[src/rtl/pwm_pkg.sv]
// rtl/pwm_pkg.sv - shared encodings for the multi-channel PWM timebase and top level
package pwm_pkg;

    typedef enum logic {
        MODE_EDGE   = 1'b0,
        MODE_CENTER = 1'b1
    } mode_e;

    typedef enum logic {
        DIR_DOWN = 1'b0,
        DIR_UP   = 1'b1
    } dir_e;

endpackage

[src/rtl/pwm_multi_if.sv]
// rtl/pwm_multi_if.sv - configuration and output bundle between register block and PWM pins
interface pwm_multi_if #(
    parameter int WIDTH    = 16,
    parameter int CHANNELS = 4
);
    logic                       enable;
    logic [WIDTH-1:0]           top;
    logic [CHANNELS*WIDTH-1:0]  comp;
    logic [CHANNELS-1:0]        pol;
    logic                       mode;
    logic                       load;
    logic                       load_ack;
    logic                       period_end;
    logic [CHANNELS-1:0]        out;
    logic [WIDTH-1:0]           counter;

    modport master (
        output enable, top, comp, pol, mode, load,
        input  load_ack, period_end, out, counter
    );

    modport slave (
        input  enable, top, comp, pol, mode, load,
        output load_ack, period_end, out, counter
    );
endinterface

[src/rtl/pwm_timebase.sv]
// rtl/pwm_timebase.sv - shared up/down counter with period boundary detection
module pwm_timebase
    import pwm_pkg::*;
#(
    parameter int WIDTH = 16
) (
    input  logic              clk,
    input  logic              rst,
    input  logic              enable,
    input  logic [WIDTH-1:0]  top,
    input  mode_e             mode,
    output logic [WIDTH-1:0]  counter,
    output logic              boundary
);
    localparam logic [WIDTH-1:0] ONE = WIDTH'(1);

    logic [WIDTH-1:0] cnt_q, cnt_d;
    dir_e             dir_q, dir_d;

    always_ff @(posedge clk or negedge rst) begin
        if (!rst) begin
            cnt_q <= '0;
            dir_q <= DIR_UP;
        end else if (enable) begin
            cnt_q <= cnt_d;
            dir_q <= dir_d;
        end
    end

    always_comb begin
        cnt_d = cnt_q;
        dir_d = dir_q;
        if (mode == MODE_EDGE) begin
            cnt_d = (cnt_q >= top) ? '0 : cnt_q + ONE;
        end else if (top == '0) begin
            cnt_d = '0;
        end else if (dir_q == DIR_UP) begin
            if (cnt_q < top) begin
                cnt_d = cnt_q + ONE;
            end else begin
                cnt_d = cnt_q - ONE;
                dir_d = DIR_DOWN;
            end
        end else begin
            cnt_d = (cnt_q > ONE) ? cnt_q - ONE : '0;
        end
        // Every arrival at zero starts a new period counting up.
        if (cnt_d == '0) begin
            dir_d = DIR_UP;
        end
    end

    always_comb begin
        counter  = cnt_q;
        boundary = enable && (cnt_d == '0);
    end

endmodule

[src/rtl/pwm_multi.sv]
// rtl/pwm_multi.sv - multi-channel PWM top; PWM_MULTI_SHADOW_EN enables boundary-committed shadow settings
module pwm_multi
    import pwm_pkg::*;
#(
    parameter int WIDTH    = 16,
    parameter int CHANNELS = 4
) (
    input  logic         clk,
    input  logic         rst,
    pwm_multi_if.slave   bus
);
    logic [WIDTH-1:0]           top_a;
    logic [CHANNELS*WIDTH-1:0]  comp_a;
    logic [CHANNELS-1:0]        pol_a;
    mode_e                      mode_a;
    logic [WIDTH-1:0]           cnt;
    logic                       boundary;
    logic [CHANNELS-1:0]        out_w;

`ifdef PWM_MULTI_SHADOW_EN
    logic [WIDTH-1:0]           top_s;
    logic [CHANNELS*WIDTH-1:0]  comp_s;
    logic [CHANNELS-1:0]        pol_s;
    mode_e                      mode_s;
    logic                       pending;
    logic                       ack;

    always_ff @(posedge clk or negedge rst) begin
        if (!rst) begin
            top_a   <= '0;
            comp_a  <= '0;
            pol_a   <= '1;
            mode_a  <= MODE_EDGE;
            top_s   <= '0;
            comp_s  <= '0;
            pol_s   <= '1;
            mode_s  <= MODE_EDGE;
            pending <= 1'b0;
            ack     <= 1'b0;
        end else begin
            ack <= boundary && pending;
            if (boundary && pending) begin
                top_a  <= top_s;
                comp_a <= comp_s;
                pol_a  <= pol_s;
                mode_a <= mode_s;
            end
            // A load on the committing edge refills the shadow and stays pending.
            if (bus.load) begin
                top_s  <= bus.top;
                comp_s <= bus.comp;
                pol_s  <= bus.pol;
                mode_s <= mode_e'(bus.mode);
            end
            if (bus.load) begin
                pending <= 1'b1;
            end else if (boundary) begin
                pending <= 1'b0;
            end
        end
    end

    assign bus.load_ack = ack;
`else
    assign top_a        = bus.top;
    assign comp_a       = bus.comp;
    assign pol_a        = bus.pol;
    assign mode_a       = mode_e'(bus.mode);
    assign bus.load_ack = bus.load & 1'b0;
`endif

    pwm_timebase #(
        .WIDTH (WIDTH)
    ) u_timebase (
        .clk      (clk),
        .rst      (rst),
        .enable   (bus.enable),
        .top      (top_a),
        .mode     (mode_a),
        .counter  (cnt),
        .boundary (boundary)
    );

    for (genvar i = 0; i < CHANNELS; i++) begin : g_ch
        logic below;
        assign below    = cnt < comp_a[i*WIDTH +: WIDTH];
        assign out_w[i] = pol_a[i] ? below : !below;
    end

    assign bus.out        = out_w;
    assign bus.counter    = cnt;
    assign bus.period_end = boundary;

endmodule
[src/flat_wrapper.sv]
// flat-port wrapper written by rule: the top's interface ports become plain ports
module pwm_multi_flat import pwm_pkg::*;
#(
    parameter int WIDTH    = 16,
    parameter int CHANNELS = 4
)
  (clk, rst, bus_enable, bus_top, bus_comp, bus_pol, bus_mode, bus_load, bus_load_ack, bus_period_end, bus_out, bus_counter);
  pwm_multi_if #(.WIDTH(WIDTH), .CHANNELS(CHANNELS)) bus_i ();
  input  logic clk;
  input  logic rst;
  input wire logic [$bits(bus_i.enable)-1:0] bus_enable;
  input wire logic [$bits(bus_i.top)-1:0] bus_top;
  input wire logic [$bits(bus_i.comp)-1:0] bus_comp;
  input wire logic [$bits(bus_i.pol)-1:0] bus_pol;
  input wire logic [$bits(bus_i.mode)-1:0] bus_mode;
  input wire logic [$bits(bus_i.load)-1:0] bus_load;
  output wire logic [$bits(bus_i.load_ack)-1:0] bus_load_ack;
  output wire logic [$bits(bus_i.period_end)-1:0] bus_period_end;
  output wire logic [$bits(bus_i.out)-1:0] bus_out;
  output wire logic [$bits(bus_i.counter)-1:0] bus_counter;
  assign bus_i.enable = bus_enable;
  assign bus_i.top = bus_top;
  assign bus_i.comp = bus_comp;
  assign bus_i.pol = bus_pol;
  assign bus_i.mode = bus_mode;
  assign bus_i.load = bus_load;
  assign bus_load_ack = bus_i.load_ack;
  assign bus_period_end = bus_i.period_end;
  assign bus_out = bus_i.out;
  assign bus_counter = bus_i.counter;
  pwm_multi #(.WIDTH(WIDTH), .CHANNELS(CHANNELS)) u_core (.clk(clk), .rst(rst), .bus(bus_i));
endmodule
[config.mk]
export PLATFORM = sky130hd
export DESIGN_NAME = pwm_multi_flat
export DESIGN_NICKNAME = d
export VERILOG_FILES = /design/src/rtl/pwm_pkg.sv /design/src/rtl/pwm_multi_if.sv /design/src/rtl/pwm_timebase.sv /design/src/rtl/pwm_multi.sv /design/src/flat_wrapper.sv
export SDC_FILE = /design/constraint.sdc
export NUM_CORES = 1
export LEC_CHECK = 0
export ABC_AREA = 1
export BUFFER_PORTS_ARGS = -buffer_cell sky130_fd_sc_hd__buf_4
export CORE_ASPECT_RATIO = 1.1
export CORE_MARGIN = 4
export CORE_UTILIZATION = 25
export DETAILED_ROUTE_END_ITERATION = 6
export PLACE_DENSITY_LB_ADDON = 0.15
export SKIP_CTS_REPAIR_TIMING = 1
export SLEW_MARGIN = 30
export SYNTH_ARGS = -nofsm -noshare
export SYNTH_HDL_FRONTEND = slang
export SYNTH_HIERARCHICAL = 1
export SYNTH_SLANG_ARGS = --single-unit
[constraint.sdc]
create_clock -name clk -period 5.03 [get_ports clk]
set_clock_uncertainty 0.2 [all_clocks]
set_input_delay 1.006 -clock clk [delete_from_list [all_inputs] [get_ports clk]]
set_output_delay 1.006 -clock clk [all_outputs]
set_load 0.05 [all_outputs]
==> impl_metrics.json <==
{
  "outcome": "complete, no violations",
  "areaGrowthSynthToFinish_pct": 28.51,
  "synth_nets": 822,
  "cp-end-kind": "output port",
  "drc": 0,
  "yosysSeqAreaShare_pct": 10.53,
  "final_cell_mix": "nand2_1 (187), inv_1 (124), buf_4 (121)",
  "timing.final.crit_share_pct": 91.05,
  "antenna_left": 0,
  "io_pins": 111,
  "required_ns": 3.82,
  "cts_tree": "yes",
  "first_pass_iters": 5,
  "synth_warnings": 6,
  "grt_pass1_vias": 4289,
  "grt_max_degree": 34,
  "antenna_found_initial": 0,
  "row_count": 48,
  "tightest_slew_ns": 0.7241,
  "synth_edf_count": 0,
  "path_class": "in2out",
  "num_antenna_cells": 0,
  "worstSetupStartpointType": "input port",
  "placed_area_sq_um": 5127,
  "grt_setup_unrepaired": "false",
  "ys.flop_type": "dfrtp_1",
  "port_buffers": 108,
  "clock_sinks": 17,
  "arrival_ns": 3.37,
  "ys_types": 34,
  "rrSetupSlack_ns": 2.10,
  "fin_setup_tns_ns": 0,
  "clockBufferDepth": 2,
  "slew_headroom_pct": 51.50,
  "syn_area_sq_um": 4051,
  "min_period_ns": 4.580,
  "design_area_sq_um": 5206,
  "hold_viol_final": 0,
  "holdCritPathClass": "in2async",
  "powerDensity_nw_per_um2": 453.8,
  "rr_startpoint": "u_core/u_timebase/counter[0]",
  "critPathSlowestCell": "a31oi_1",
  "post-route-util_pct": 32.96,
  "die_h_microns": 141.5,
  "crit_fanout": 8,
  "setup_viol": 0,
  "max_cap_violations": 0,
  "layout_commonest_cell": "nand2_1",
  "dr_total_vias": 4329,
  "netlist_instances": 654,
  "power.leakage_nw": 3.208,
  "routed_wl_microns": 13430,
  "avgViaCountPerCell": 4.467,
  "peakVddDrop_mv": 0.1678,
  "cts_root_buf": "clkbuf_16",
  "gr-total-overflow": 0,
  "start_util_pct": 25.65,
  "reg2reg_depth": 14,
  "grt_pass1_wl_microns": 21430,
  "htreeDepth": 1,
  "cts_buffers": 3,
  "core_area_sq_um": 15800,
  "crit_chain": "buf_4 -> inv_1 -> ha_1 -> nand2_1 -> inv_1 -> nand3_1 -> nor2_4 -> a31oi_1 -> nand2_2 -> nand2_4 -> nand2_1 -> nand2_1 -> nor2_1 -> nand2_1 -> nor2_1 -> nand2_1 -> inv_1 -> buf_4",
  "finalNetCount": 938,
  "drt-initial-drc-count": 292,
  "avgSynthCellArea_sq_um": 6.195,
  "grt.total_usage_pct": 14.62,
  "synth-async-reset-ratio_pct": 100.0,
  "path_clk_slew_ns": 0.07,
  "path_common_cell": "nand2_1",
  "slowest_delay_ns": 0.53,
  "routabilityCongestion": 0.8704,
  "clk_latency_ns": 0.26,
  "die-area_sq_um": 18310,
  "fmax_mhz": 218.3,
  "r2r_end": "u_core/u_timebase/dir_q",
  "dp.final_hpwl_microns": 11030,
  "maxSlewViolCount": 0,
  "synth_seq_cells": 17,
  "die_w_microns": 129.4,
  "wl_per_cell_microns": 13.86,
  "layout-drive-gt1-share_pct": 23.93
}
cell type report:
cell class	instances	area [sq um]
Multi-Input combinational cell	486	3013
Timing Repair Buffer	121	908.4
Tap cell	200	250.2
Sequential cell	17	426.7
Fill cell	1772	10590
Inverter	141	529.3
Clock buffer	4	78.83
logic make-up after synthesis:
kind of cell	count (synthesis)	share of synthesized area, %
DFF	17	10.53
adders and majority gates	79	24.40
and+or+nand+nor	316	35.92
buffers and inverters	151	15.10
other	1	0.09256
xor gates and xnor gates	18	3.891
AOI/OAI and AO/OA	72	10.07
per-layer routing:
layer	vias to the layer above	GRT usage [%]	wire length, microns
met4	0	2.377	131
met1	1907	19.11	5920
met2	130	26.45	6633
met5	-	0	0
met3	9	1.242	743
li1	2283	-	-
state kept, by name, indices dropped and copies added (netlist names):
signal / cells
u_core/u_timebase/dir_q: 1
u_core/u_timebase/counter: 16
where the power goes:
group	switching [mW]	leakage [nW]	internal (mW)
registers	0.0894	0.220	0.193
logic	1.24	2.95	0.666
clock network	0.0682	0.0382	0.108
total	1.39	3.21	0.968
Yosys cell counts (all sizes together) (2+ instances only):
library cell / instances / area share [%]
nor2: 55 / 5.9
nand3: 39 / 5.4
o21ai: 28 / 3.5
nand4: 11 / 1.9
ha: 79 / 24
xor2: 18 / 3.9
o21a: 2 / 0.37
dfrtp: 16 / 9.9
a21oi: 39 / 5.7
buf: 7 / 1.8
nor3: 9 / 2.6
a31oi: 2 / 0.31
nand2: 200 / 20
inv: 140 / 13
clkbuf: 3 / 0.28
critical path, delay by kind of cell:
kind                       cells  cell delay (ns)
and+or+nand+nor               11             1.12
adders and majority gates      1             0.30
AOI/OAI and AO/OA              1             0.53
buffers and inverters          5             0.39
through the flow:
stage	total power [mW]	hold slack, ns	setup WS, ns	instances
floorplan	1.625	0.4512	0.9935	654
global placement	2.167	0.6018	0.4732	965
detailed placement	2.201	0.6143	0.4839	965
CTS	2.385	0.4348	0.4769	969
global route	2.642	0.4369	0.3387	969
finish	2.362	0.4193	0.4501	969
worst max path at each step:
stage                 from              to  slack (ns)
3_5_place_dp   bus_top[11]  bus_period_end        0.48
3_3_place_gp   bus_top[11]  bus_period_end        0.47
4_1_cts        bus_top[11]  bus_period_end        0.48
2_1_floorplan  bus_top[15]  bus_period_end        0.99
6_report       bus_top[11]  bus_period_end        0.45
5_1_grt        bus_top[11]  bus_period_end        0.34
Power figures use the tool's default switching activity.
